File: config.mk
export PLATFORM = sky130hd
export DESIGN_NAME = mem_stage_flat
export DESIGN_NICKNAME = d
export VERILOG_FILES = /design/src/rtl/mem_stage_if.sv /design/src/rtl/mem_stage.sv /design/src/flat_wrapper.sv
export SDC_FILE = /design/constraint.sdc
export NUM_CORES = 1
export LEC_CHECK = 0
export ABC_AREA = 1
export CORE_MARGIN = 2
export CORE_UTILIZATION = 35
export DETAILED_ROUTE_END_ITERATION = 6
export PLACE_DENSITY = 0.7
export SLEW_MARGIN = 20
export SYNTH_ARGS = -nofsm -noshare
export SYNTH_HDL_FRONTEND = slang
export SYNTH_SLANG_ARGS = --single-unit
File: constraint.sdc
create_clock -name i_clk -period 17.4 [get_ports i_clk]
set_input_delay 4.35 -clock i_clk [delete_from_list [all_inputs] [get_ports i_clk]]
set_output_delay 4.35 -clock i_clk [all_outputs]
set_load 0.01 [all_outputs]
File: src/rtl/mem_stage_if.sv
// Execute / data-memory / writeback signal bundle for mem_stage.
// slave = the stage itself; master = whatever drives execute, memory and writeback.
interface mem_stage_if;
   logic        i_valid;
   logic        o_ready;
   logic [31:0] i_inst;
   logic [31:0] i_pc;
   logic [31:0] i_next_pc;
   logic [31:0] i_alu;
   logic [31:0] i_store_data;
   logic [2:0]  i_funct3;
   logic        i_mem_read;
   logic        i_mem_write;
   logic        i_reg_write;
   logic        i_mem_to_reg;
   logic [4:0]  i_rd_waddr;
   logic        i_trap;

   logic        o_dmem_req;
   logic        i_dmem_ready;
   logic [31:0] o_dmem_addr;
   logic        o_dmem_wen;
   logic [31:0] o_dmem_wdata;
   logic [3:0]  o_dmem_mask;
   logic        i_dmem_valid;
   logic [31:0] i_dmem_rdata;

   logic        o_valid;
   logic [31:0] o_inst;
   logic [31:0] o_pc;
   logic [31:0] o_next_pc;
   logic [31:0] o_alu;
   logic [31:0] o_load_data;
   logic [4:0]  o_rd_waddr;
   logic        o_reg_write;
   logic        o_mem_to_reg;
   logic        o_trap;

   modport slave (
      input  i_valid, i_inst, i_pc, i_next_pc, i_alu, i_store_data, i_funct3,
             i_mem_read, i_mem_write, i_reg_write, i_mem_to_reg, i_rd_waddr, i_trap,
             i_dmem_ready, i_dmem_valid, i_dmem_rdata,
      output o_ready, o_dmem_req, o_dmem_addr, o_dmem_wen, o_dmem_wdata, o_dmem_mask,
             o_valid, o_inst, o_pc, o_next_pc, o_alu, o_load_data, o_rd_waddr,
             o_reg_write, o_mem_to_reg, o_trap
   );

   modport master (
      output i_valid, i_inst, i_pc, i_next_pc, i_alu, i_store_data, i_funct3,
             i_mem_read, i_mem_write, i_reg_write, i_mem_to_reg, i_rd_waddr, i_trap,
             i_dmem_ready, i_dmem_valid, i_dmem_rdata,
      input  o_ready, o_dmem_req, o_dmem_addr, o_dmem_wen, o_dmem_wdata, o_dmem_mask,
             o_valid, o_inst, o_pc, o_next_pc, o_alu, o_load_data, o_rd_waddr,
             o_reg_write, o_mem_to_reg, o_trap
   );
endinterface

File: src/rtl/mem_stage.sv
// Memory-access pipeline stage: lane alignment, masks, load extension, M/W register.
// Define MEM_MISALIGN_TRAP_EN to trap misaligned half/word accesses instead of force-aligning them.
module mem_stage (
   input  logic       i_clk,
   input  logic       i_rst,
   mem_stage_if.slave bus
);
   localparam int unsigned XLEN  = 32;
   localparam int unsigned LANES = 4;
   localparam int unsigned RDW   = 5;

   typedef enum logic [1:0] {IDLE, REQ, RESP} state_t;

   state_t            state_q, state_d;
   logic              ready_q, ready_d;
   logic              req_q, req_d;
   logic [XLEN-1:0]   addr_q, addr_d;
   logic              wen_q, wen_d;
   logic [XLEN-1:0]   wdata_q, wdata_d;
   logic [LANES-1:0]  mask_q, mask_d;

   // instruction context held while the memory transaction is in flight
   logic [1:0]        off_q, off_d;
   logic [2:0]        f3_q, f3_d;
   logic [XLEN-1:0]   l_inst_q, l_inst_d;
   logic [XLEN-1:0]   l_pc_q, l_pc_d;
   logic [XLEN-1:0]   l_npc_q, l_npc_d;
   logic [XLEN-1:0]   l_alu_q, l_alu_d;
   logic [RDW-1:0]    l_rd_q, l_rd_d;
   logic              l_rw_q, l_rw_d;
   logic              l_m2r_q, l_m2r_d;

   logic              mw_valid_q, mw_valid_d;
   logic [XLEN-1:0]   mw_inst_q, mw_inst_d;
   logic [XLEN-1:0]   mw_pc_q, mw_pc_d;
   logic [XLEN-1:0]   mw_npc_q, mw_npc_d;
   logic [XLEN-1:0]   mw_alu_q, mw_alu_d;
   logic [XLEN-1:0]   mw_ld_q, mw_ld_d;
   logic [RDW-1:0]    mw_rd_q, mw_rd_d;
   logic              mw_rw_q, mw_rw_d;
   logic              mw_m2r_q, mw_m2r_d;
   logic              mw_trap_q, mw_trap_d;

   logic              accept;
   logic              is_mem;
   logic              trap_c;
   logic [1:0]        off_c;
   logic              finish;
   logic [XLEN-1:0]   finish_ld;

   function automatic logic [LANES-1:0] lane_mask(input logic [2:0] f3, input logic [1:0] off);
      case (f3[1:0])
         2'b00:   lane_mask = 4'(4'b0001 << off);
         2'b01:   lane_mask = 4'(4'b0011 << off);
         default: lane_mask = 4'b1111;
      endcase
   endfunction

   function automatic logic [XLEN-1:0] extend_load(input logic [XLEN-1:0] rdata,
                                                   input logic [1:0] off,
                                                   input logic [2:0] f3);
      logic [XLEN-1:0] sh;
      sh = rdata >> {off, 3'b000};
      case (f3[1:0])
         2'b00:   extend_load = f3[2] ? {24'h0, sh[7:0]}  : {{24{sh[7]}}, sh[7:0]};
         2'b01:   extend_load = f3[2] ? {16'h0, sh[15:0]} : {{16{sh[15]}}, sh[15:0]};
         default: extend_load = sh;
      endcase
   endfunction

   assign accept = bus.i_valid & ready_q;
   assign is_mem = bus.i_mem_read | bus.i_mem_write;

`ifdef MEM_MISALIGN_TRAP_EN
   logic misalign;
   always_comb begin
      case (bus.i_funct3[1:0])
         2'b00:   misalign = 1'b0;
         2'b01:   misalign = bus.i_alu[0];
         default: misalign = |bus.i_alu[1:0];
      endcase
   end
   assign trap_c = bus.i_trap | (is_mem & misalign);
   assign off_c  = bus.i_alu[1:0];
`else
   assign trap_c = bus.i_trap;
   always_comb begin
      case (bus.i_funct3[1:0])
         2'b00:   off_c = bus.i_alu[1:0];
         2'b01:   off_c = {bus.i_alu[1], 1'b0};
         default: off_c = 2'b00;
      endcase
   end
`endif

   // next-state and datapath
   always_comb begin
      state_d    = state_q;
      req_d      = req_q;
      addr_d     = addr_q;
      wen_d      = wen_q;
      wdata_d    = wdata_q;
      mask_d     = mask_q;
      off_d      = off_q;
      f3_d       = f3_q;
      l_inst_d   = l_inst_q;
      l_pc_d     = l_pc_q;
      l_npc_d    = l_npc_q;
      l_alu_d    = l_alu_q;
      l_rd_d     = l_rd_q;
      l_rw_d     = l_rw_q;
      l_m2r_d    = l_m2r_q;
      mw_valid_d = 1'b0;
      mw_inst_d  = mw_inst_q;
      mw_pc_d    = mw_pc_q;
      mw_npc_d   = mw_npc_q;
      mw_alu_d   = mw_alu_q;
      mw_ld_d    = mw_ld_q;
      mw_rd_d    = mw_rd_q;
      mw_rw_d    = mw_rw_q;
      mw_m2r_d   = mw_m2r_q;
      mw_trap_d  = mw_trap_q;
      finish     = 1'b0;
      finish_ld  = '0;

      case (state_q)
         IDLE: begin
            if (accept) begin
               if (is_mem && !trap_c) begin
                  state_d  = REQ;
                  req_d    = 1'b1;
                  addr_d   = {bus.i_alu[XLEN-1:2], 2'b00};
                  wen_d    = bus.i_mem_write;
                  wdata_d  = bus.i_store_data << {off_c, 3'b000};
                  mask_d   = lane_mask(bus.i_funct3, off_c);
                  off_d    = off_c;
                  f3_d     = bus.i_funct3;
                  l_inst_d = bus.i_inst;
                  l_pc_d   = bus.i_pc;
                  l_npc_d  = bus.i_next_pc;
                  l_alu_d  = bus.i_alu;
                  l_rd_d   = bus.i_rd_waddr;
                  l_rw_d   = bus.i_reg_write;
                  l_m2r_d  = bus.i_mem_to_reg;
               end else begin
                  mw_valid_d = 1'b1;
                  mw_inst_d  = bus.i_inst;
                  mw_pc_d    = bus.i_pc;
                  mw_npc_d   = bus.i_next_pc;
                  mw_alu_d   = bus.i_alu;
                  mw_ld_d    = '0;
                  mw_rd_d    = bus.i_rd_waddr;
                  mw_rw_d    = bus.i_reg_write & ~trap_c;
                  mw_m2r_d   = bus.i_mem_to_reg;
                  mw_trap_d  = trap_c;
               end
            end
         end
         REQ: begin
            if (bus.i_dmem_ready) begin
               req_d = 1'b0;
               if (wen_q) begin
                  state_d = IDLE;
                  finish  = 1'b1;
               end else begin
                  state_d = RESP;
               end
            end
         end
         RESP: begin
            if (bus.i_dmem_valid) begin
               state_d   = IDLE;
               finish    = 1'b1;
               finish_ld = extend_load(bus.i_dmem_rdata, off_q, f3_q);
            end
         end
         default: state_d = IDLE;
      endcase

      // retire a memory instruction from its latched context
      if (finish) begin
         mw_valid_d = 1'b1;
         mw_inst_d  = l_inst_q;
         mw_pc_d    = l_pc_q;
         mw_npc_d   = l_npc_q;
         mw_alu_d   = l_alu_q;
         mw_ld_d    = finish_ld;
         mw_rd_d    = l_rd_q;
         mw_rw_d    = l_rw_q;
         mw_m2r_d   = l_m2r_q;
         mw_trap_d  = 1'b0;
      end

      ready_d = (state_d == IDLE);
   end

   always_ff @(posedge i_clk or posedge i_rst) begin
      if (i_rst) begin
         state_q    <= IDLE;
         ready_q    <= 1'b1;
         req_q      <= 1'b0;
         addr_q     <= '0;
         wen_q      <= 1'b0;
         wdata_q    <= '0;
         mask_q     <= '0;
         off_q      <= '0;
         f3_q       <= '0;
         l_inst_q   <= '0;
         l_pc_q     <= '0;
         l_npc_q    <= '0;
         l_alu_q    <= '0;
         l_rd_q     <= '0;
         l_rw_q     <= 1'b0;
         l_m2r_q    <= 1'b0;
         mw_valid_q <= 1'b0;
         mw_inst_q  <= '0;
         mw_pc_q    <= '0;
         mw_npc_q   <= '0;
         mw_alu_q   <= '0;
         mw_ld_q    <= '0;
         mw_rd_q    <= '0;
         mw_rw_q    <= 1'b0;
         mw_m2r_q   <= 1'b0;
         mw_trap_q  <= 1'b0;
      end else begin
         state_q    <= state_d;
         ready_q    <= ready_d;
         req_q      <= req_d;
         addr_q     <= addr_d;
         wen_q      <= wen_d;
         wdata_q    <= wdata_d;
         mask_q     <= mask_d;
         off_q      <= off_d;
         f3_q       <= f3_d;
         l_inst_q   <= l_inst_d;
         l_pc_q     <= l_pc_d;
         l_npc_q    <= l_npc_d;
         l_alu_q    <= l_alu_d;
         l_rd_q     <= l_rd_d;
         l_rw_q     <= l_rw_d;
         l_m2r_q    <= l_m2r_d;
         mw_valid_q <= mw_valid_d;
         mw_inst_q  <= mw_inst_d;
         mw_pc_q    <= mw_pc_d;
         mw_npc_q   <= mw_npc_d;
         mw_alu_q   <= mw_alu_d;
         mw_ld_q    <= mw_ld_d;
         mw_rd_q    <= mw_rd_d;
         mw_rw_q    <= mw_rw_d;
         mw_m2r_q   <= mw_m2r_d;
         mw_trap_q  <= mw_trap_d;
      end
   end

   assign bus.o_ready      = ready_q;
   assign bus.o_dmem_req   = req_q;
   assign bus.o_dmem_addr  = addr_q;
   assign bus.o_dmem_wen   = wen_q;
   assign bus.o_dmem_wdata = wdata_q;
   assign bus.o_dmem_mask  = mask_q;
   assign bus.o_valid      = mw_valid_q;
   assign bus.o_inst       = mw_inst_q;
   assign bus.o_pc         = mw_pc_q;
   assign bus.o_next_pc    = mw_npc_q;
   assign bus.o_alu        = mw_alu_q;
   assign bus.o_load_data  = mw_ld_q;
   assign bus.o_rd_waddr   = mw_rd_q;
   assign bus.o_reg_write  = mw_rw_q;
   assign bus.o_mem_to_reg = mw_m2r_q;
   assign bus.o_trap       = mw_trap_q;
endmodule

File: src/flat_wrapper.sv
// flat-port wrapper written by rule: the top's interface ports become plain ports
module mem_stage_flat 
  (i_clk, i_rst, bus_i_valid, bus_i_inst, bus_i_pc, bus_i_next_pc, bus_i_alu, bus_i_store_data, bus_i_funct3, bus_i_mem_read, bus_i_mem_write, bus_i_reg_write, bus_i_mem_to_reg, bus_i_rd_waddr, bus_i_trap, bus_i_dmem_ready, bus_i_dmem_valid, bus_i_dmem_rdata, bus_o_ready, bus_o_dmem_req, bus_o_dmem_addr, bus_o_dmem_wen, bus_o_dmem_wdata, bus_o_dmem_mask, bus_o_valid, bus_o_inst, bus_o_pc, bus_o_next_pc, bus_o_alu, bus_o_load_data, bus_o_rd_waddr, bus_o_reg_write, bus_o_mem_to_reg, bus_o_trap);
  mem_stage_if bus_i ();
  input  logic i_clk;
  input  logic i_rst;
  input wire logic [$bits(bus_i.i_valid)-1:0] bus_i_valid;
  input wire logic [$bits(bus_i.i_inst)-1:0] bus_i_inst;
  input wire logic [$bits(bus_i.i_pc)-1:0] bus_i_pc;
  input wire logic [$bits(bus_i.i_next_pc)-1:0] bus_i_next_pc;
  input wire logic [$bits(bus_i.i_alu)-1:0] bus_i_alu;
  input wire logic [$bits(bus_i.i_store_data)-1:0] bus_i_store_data;
  input wire logic [$bits(bus_i.i_funct3)-1:0] bus_i_funct3;
  input wire logic [$bits(bus_i.i_mem_read)-1:0] bus_i_mem_read;
  input wire logic [$bits(bus_i.i_mem_write)-1:0] bus_i_mem_write;
  input wire logic [$bits(bus_i.i_reg_write)-1:0] bus_i_reg_write;
  input wire logic [$bits(bus_i.i_mem_to_reg)-1:0] bus_i_mem_to_reg;
  input wire logic [$bits(bus_i.i_rd_waddr)-1:0] bus_i_rd_waddr;
  input wire logic [$bits(bus_i.i_trap)-1:0] bus_i_trap;
  input wire logic [$bits(bus_i.i_dmem_ready)-1:0] bus_i_dmem_ready;
  input wire logic [$bits(bus_i.i_dmem_valid)-1:0] bus_i_dmem_valid;
  input wire logic [$bits(bus_i.i_dmem_rdata)-1:0] bus_i_dmem_rdata;
  output wire logic [$bits(bus_i.o_ready)-1:0] bus_o_ready;
  output wire logic [$bits(bus_i.o_dmem_req)-1:0] bus_o_dmem_req;
  output wire logic [$bits(bus_i.o_dmem_addr)-1:0] bus_o_dmem_addr;
  output wire logic [$bits(bus_i.o_dmem_wen)-1:0] bus_o_dmem_wen;
  output wire logic [$bits(bus_i.o_dmem_wdata)-1:0] bus_o_dmem_wdata;
  output wire logic [$bits(bus_i.o_dmem_mask)-1:0] bus_o_dmem_mask;
  output wire logic [$bits(bus_i.o_valid)-1:0] bus_o_valid;
  output wire logic [$bits(bus_i.o_inst)-1:0] bus_o_inst;
  output wire logic [$bits(bus_i.o_pc)-1:0] bus_o_pc;
  output wire logic [$bits(bus_i.o_next_pc)-1:0] bus_o_next_pc;
  output wire logic [$bits(bus_i.o_alu)-1:0] bus_o_alu;
  output wire logic [$bits(bus_i.o_load_data)-1:0] bus_o_load_data;
  output wire logic [$bits(bus_i.o_rd_waddr)-1:0] bus_o_rd_waddr;
  output wire logic [$bits(bus_i.o_reg_write)-1:0] bus_o_reg_write;
  output wire logic [$bits(bus_i.o_mem_to_reg)-1:0] bus_o_mem_to_reg;
  output wire logic [$bits(bus_i.o_trap)-1:0] bus_o_trap;
  assign bus_i.i_valid = bus_i_valid;
  assign bus_i.i_inst = bus_i_inst;
  assign bus_i.i_pc = bus_i_pc;
  assign bus_i.i_next_pc = bus_i_next_pc;
  assign bus_i.i_alu = bus_i_alu;
  assign bus_i.i_store_data = bus_i_store_data;
  assign bus_i.i_funct3 = bus_i_funct3;
  assign bus_i.i_mem_read = bus_i_mem_read;
  assign bus_i.i_mem_write = bus_i_mem_write;
  assign bus_i.i_reg_write = bus_i_reg_write;
  assign bus_i.i_mem_to_reg = bus_i_mem_to_reg;
  assign bus_i.i_rd_waddr = bus_i_rd_waddr;
  assign bus_i.i_trap = bus_i_trap;
  assign bus_i.i_dmem_ready = bus_i_dmem_ready;
  assign bus_i.i_dmem_valid = bus_i_dmem_valid;
  assign bus_i.i_dmem_rdata = bus_i_dmem_rdata;
  assign bus_o_ready = bus_i.o_ready;
  assign bus_o_dmem_req = bus_i.o_dmem_req;
  assign bus_o_dmem_addr = bus_i.o_dmem_addr;
  assign bus_o_dmem_wen = bus_i.o_dmem_wen;
  assign bus_o_dmem_wdata = bus_i.o_dmem_wdata;
  assign bus_o_dmem_mask = bus_i.o_dmem_mask;
  assign bus_o_valid = bus_i.o_valid;
  assign bus_o_inst = bus_i.o_inst;
  assign bus_o_pc = bus_i.o_pc;
  assign bus_o_next_pc = bus_i.o_next_pc;
  assign bus_o_alu = bus_i.o_alu;
  assign bus_o_load_data = bus_i.o_load_data;
  assign bus_o_rd_waddr = bus_i.o_rd_waddr;
  assign bus_o_reg_write = bus_i.o_reg_write;
  assign bus_o_mem_to_reg = bus_i.o_mem_to_reg;
  assign bus_o_trap = bus_i.o_trap;
  mem_stage u_core (.i_clk(i_clk), .i_rst(i_rst), .bus(bus_i));
endmodule
==> qor.csv <==
stage;metric;value;unit
logic_synthesis;postSynthCellCount;2221;
logic_synthesis;synth_edf_count;0;
clocking;numCtsBuffers;41;
global_routing;use_met2;34.2;%
logic_synthesis;netlist_area;0.0173;sq mm
floorplanning;start_util;35.4;%
layout;fin_nets;2740;
clocking;cts.sinks;350;
layout;drive_gt1_share;3.56;%
worst_hold_path;hp-class;reg -> reg;
setup_path;crit_path_end_kind;flop;
logic_synthesis;ys_types;27;
floorplanning;coreArea;0.0488;sq mm
logic_synthesis;synth_commonest_cells;nand3_1 (590), nand2_1 (450), dfrtp_1 (349), inv_1 (300), o21ai_0 (196);
setup_path;arrival;8.42;ns
timing;setup_viol;0;
logic_synthesis;async_reset_ff_share;100;%
clocking;cts_buffer_depth;3;
power_and_ir_drop;power.total;3.96;mW
routing;drtIter0Drc;1617;
global_routing;grt_first_pass_wirelength;88700;um
logic_synthesis;yosys_warnings;0;
clocking;clockRootBuffer;clkbuf_16;
layout;areaGrowthSynthToFinish;34.1;%
clocking;h-tree-depth;2;
setup_path;worstSetupStartpointType;input pin;
logic_synthesis;synth-seq-cells;350;
clocking;postCtsSetupRepairBufs;0;
floorplanning;rows;81;
global_routing;grt_usage;21.7;%
logic_synthesis;synth.area.top_cells;dfrtp_1 (51%), nand3_1 (17%), nand2_1 (9.8%), inv_1 (6.5%), o21ai_0 (5.7%);
logic_synthesis;synth_top_area_share;50.6;%
routing;routed_wl;56200;um
global_routing;first_global_vias;16200;
timing;tns;0;ns
routing;via_per_inst;5.15;
floorplanning;die-height;226;um
placed_design;dp_hpwl;36400;um
timing;tightest_slew;1.09;ns
clocking;clk_pin_slew;0.06;ns
timing;slew_violations;0;
power_and_ir_drop;p_leak;11.4;nW
routing;ant_nets;0;
routing;firstDrtPassIters;6;
clocking;postCtsHoldBufs;0;
layout;final_util;47.4;%
routing;drc;0;
timing;rsz0062_at_grt;no;
timing;period_share;45.6;%
routing;vias;16600;
floorplanning;pin_count;450;
run_status;status;complete, no violations;
floorplanning;die_w;226;um
clocking;cts_resized;0;
timing;fin_skew;0.0200;ns
global_routing;grt_overflow;0;
setup_path;path_class;in -> reg;
clocking;cts_tree;built;
global_routing;met3_usage;5.09;%
floorplanning;die_area;0.0511;sq mm
timing;hold_viol;0;
global_routing;grt_util_met1;28.7;%
routing;wire_per_inst;17.5;um
timing;max_freq;126;MHz
power_and_ir_drop;peakVddDrop;0.0809;mV
global_routing;grt_start_max_net_pins;165;
global_routing;grt-busiest-layer;met2;
logic_synthesis;synth-seq-area-share;50.7;%
placed_design;io_buffers;447;
power_and_ir_drop;p_per_area;171;mW/mm^2
timing;relSlewSlack;27.1;%
flow_run;maxCapViolations;0;
clocking;clk_latency;0.55;ns
setup_path;cp_max_fo;108;
global_routing;antenna_found_initial;7;
layout;fillCellCount;4691;
setup_path;worstPathRequired;17.87;ns
logic_synthesis;syn_avg_cell_area;7.78;sq um
logic_synthesis;post-synth-top-area-cell;dfrtp_1;
logic_synthesis;synth-main-ff-cell;dfrtp_1;
timing;period_minus_slack;7.94;ns
logic_synthesis;yosysMostFrequentCell;nand3_1;
placed_design;place_congestion;0.878;
placed cells by master, fill, tap and decap left out, drive strengths merged:
cell type,netlist,layout
dfstp,1,1
bufinv,0,2
clkbuf,98,60
nand3b,16,16
clkinv,1,9
ha,4,4
conb,1,2
nor3,3,3
clkdlybuf4s50,0,447
diode,0,2
o22ai,1,1
nor2,24,24
buf,103,15
inv,301,301
nand2,454,454
a22o,8,8
o21ai,196,196
a21oi,59,59
nand4,1,1
o211ai,6,6
nand3,594,594
o21bai,1,1
dfrtp,349,349
clkinvlp,0,1
kinds of logic (layout without fill, tap and decap cells):
kind of cell             Yosys count  after routing  share of synthesized area [%]
AO/OA/AOI/OAI                    271            271                           8.14
adder cells (fa/ha/maj)            4              4                          0.290
AND/OR/NAND/NOR                 1092           1092                           28.7
other                              1              4                         0.0217
buffers and inverters            503            835                           12.1
flip-flops                       350            350                           50.7
stage by stage:
step	setup slack (ns)	hold WS (ns)	instances	cell area, sq um
4_1_cts	9.45	0.479	3218	23100
6_report	9.46	0.473	3220	23200
3_3_place_gp	8.95	0.458	3147	21800
3_5_place_dp	8.83	0.465	3147	21800
5_1_grt	9.19	0.502	3219	23100
2_1_floorplan	3.34	0.444	2222	17300
cell type report:
type                    instances  area, sq um  area share, %
inverters                     302         1140           4.93
clock inverters                11          119          0.513
clock buffers                  60         1210           5.23
diodes                          2         5.00         0.0216
flip-flops and latches        350         8760           37.8
multi-input cells            1369         6480           28.0
well taps                     664          831           3.59
repair buffers                462         4600           19.9
critical path: stages:
cell	delay (ns)
clkdlybuf4s50_1	0.59
inv_2	0.08
o22ai_4	0.17
buf_4	0.61
nand2_8	0.59
nand2_4	0.79
buf_4	0.78
nand3_1	0.17
nand2_1	0.11
path summary, 6_finish.rpt:
check | start | end | slack [ns] | cells past startpoint
worst max-delay path | bus_i_dmem_valid | u_core.bus.o_alu[29]$_DFFE_PP0P_ | 9.46 | 9
worst min-delay path | u_core.l_npc_q[30]$_DFFE_PP0P_ | u_core.l_npc_q[30]$_DFFE_PP0P_ | 0.47 | 2
worst max register to register | u_core.state_q[0]$_DFF_PP0_ | u_core.bus.o_alu[29]$_DFFE_PP0P_ | 13.01 | 10
worst min register to register | u_core.l_npc_q[30]$_DFFE_PP0P_ | u_core.l_npc_q[30]$_DFFE_PP0P_ | 0.47 | 2
max in group asynchronous | i_rst | u_core.bus.o_inst[0]$_DFFE_PP0P_ | 11.59 | 3
min in group asynchronous | i_rst | u_core.l_alu_q[17]$_DFFE_PP0P_ | 4.29 | 2
routing by layer:
| metal | vias to the layer above | part of all wire (%) |
|---|---|---|
| met5 | - | 0.14 |
| met4 | 10 | 3.9 |
| met3 | 138 | 8.1 |
| met2 | 724 | 46 |
| met1 | 7937 | 42 |
| li1 | 7758 | - |
power breakdown:
part           internal, mW  leakage, nW  switching [mW]  total [mW]
Sequential             1.20         4.39           0.257        1.45
Clock                 0.511        0.653           0.345       0.856
Combinational         0.763         6.40           0.885        1.65
Total                  2.47         11.4            1.49        3.96
(Power assumes the default switching activity.)
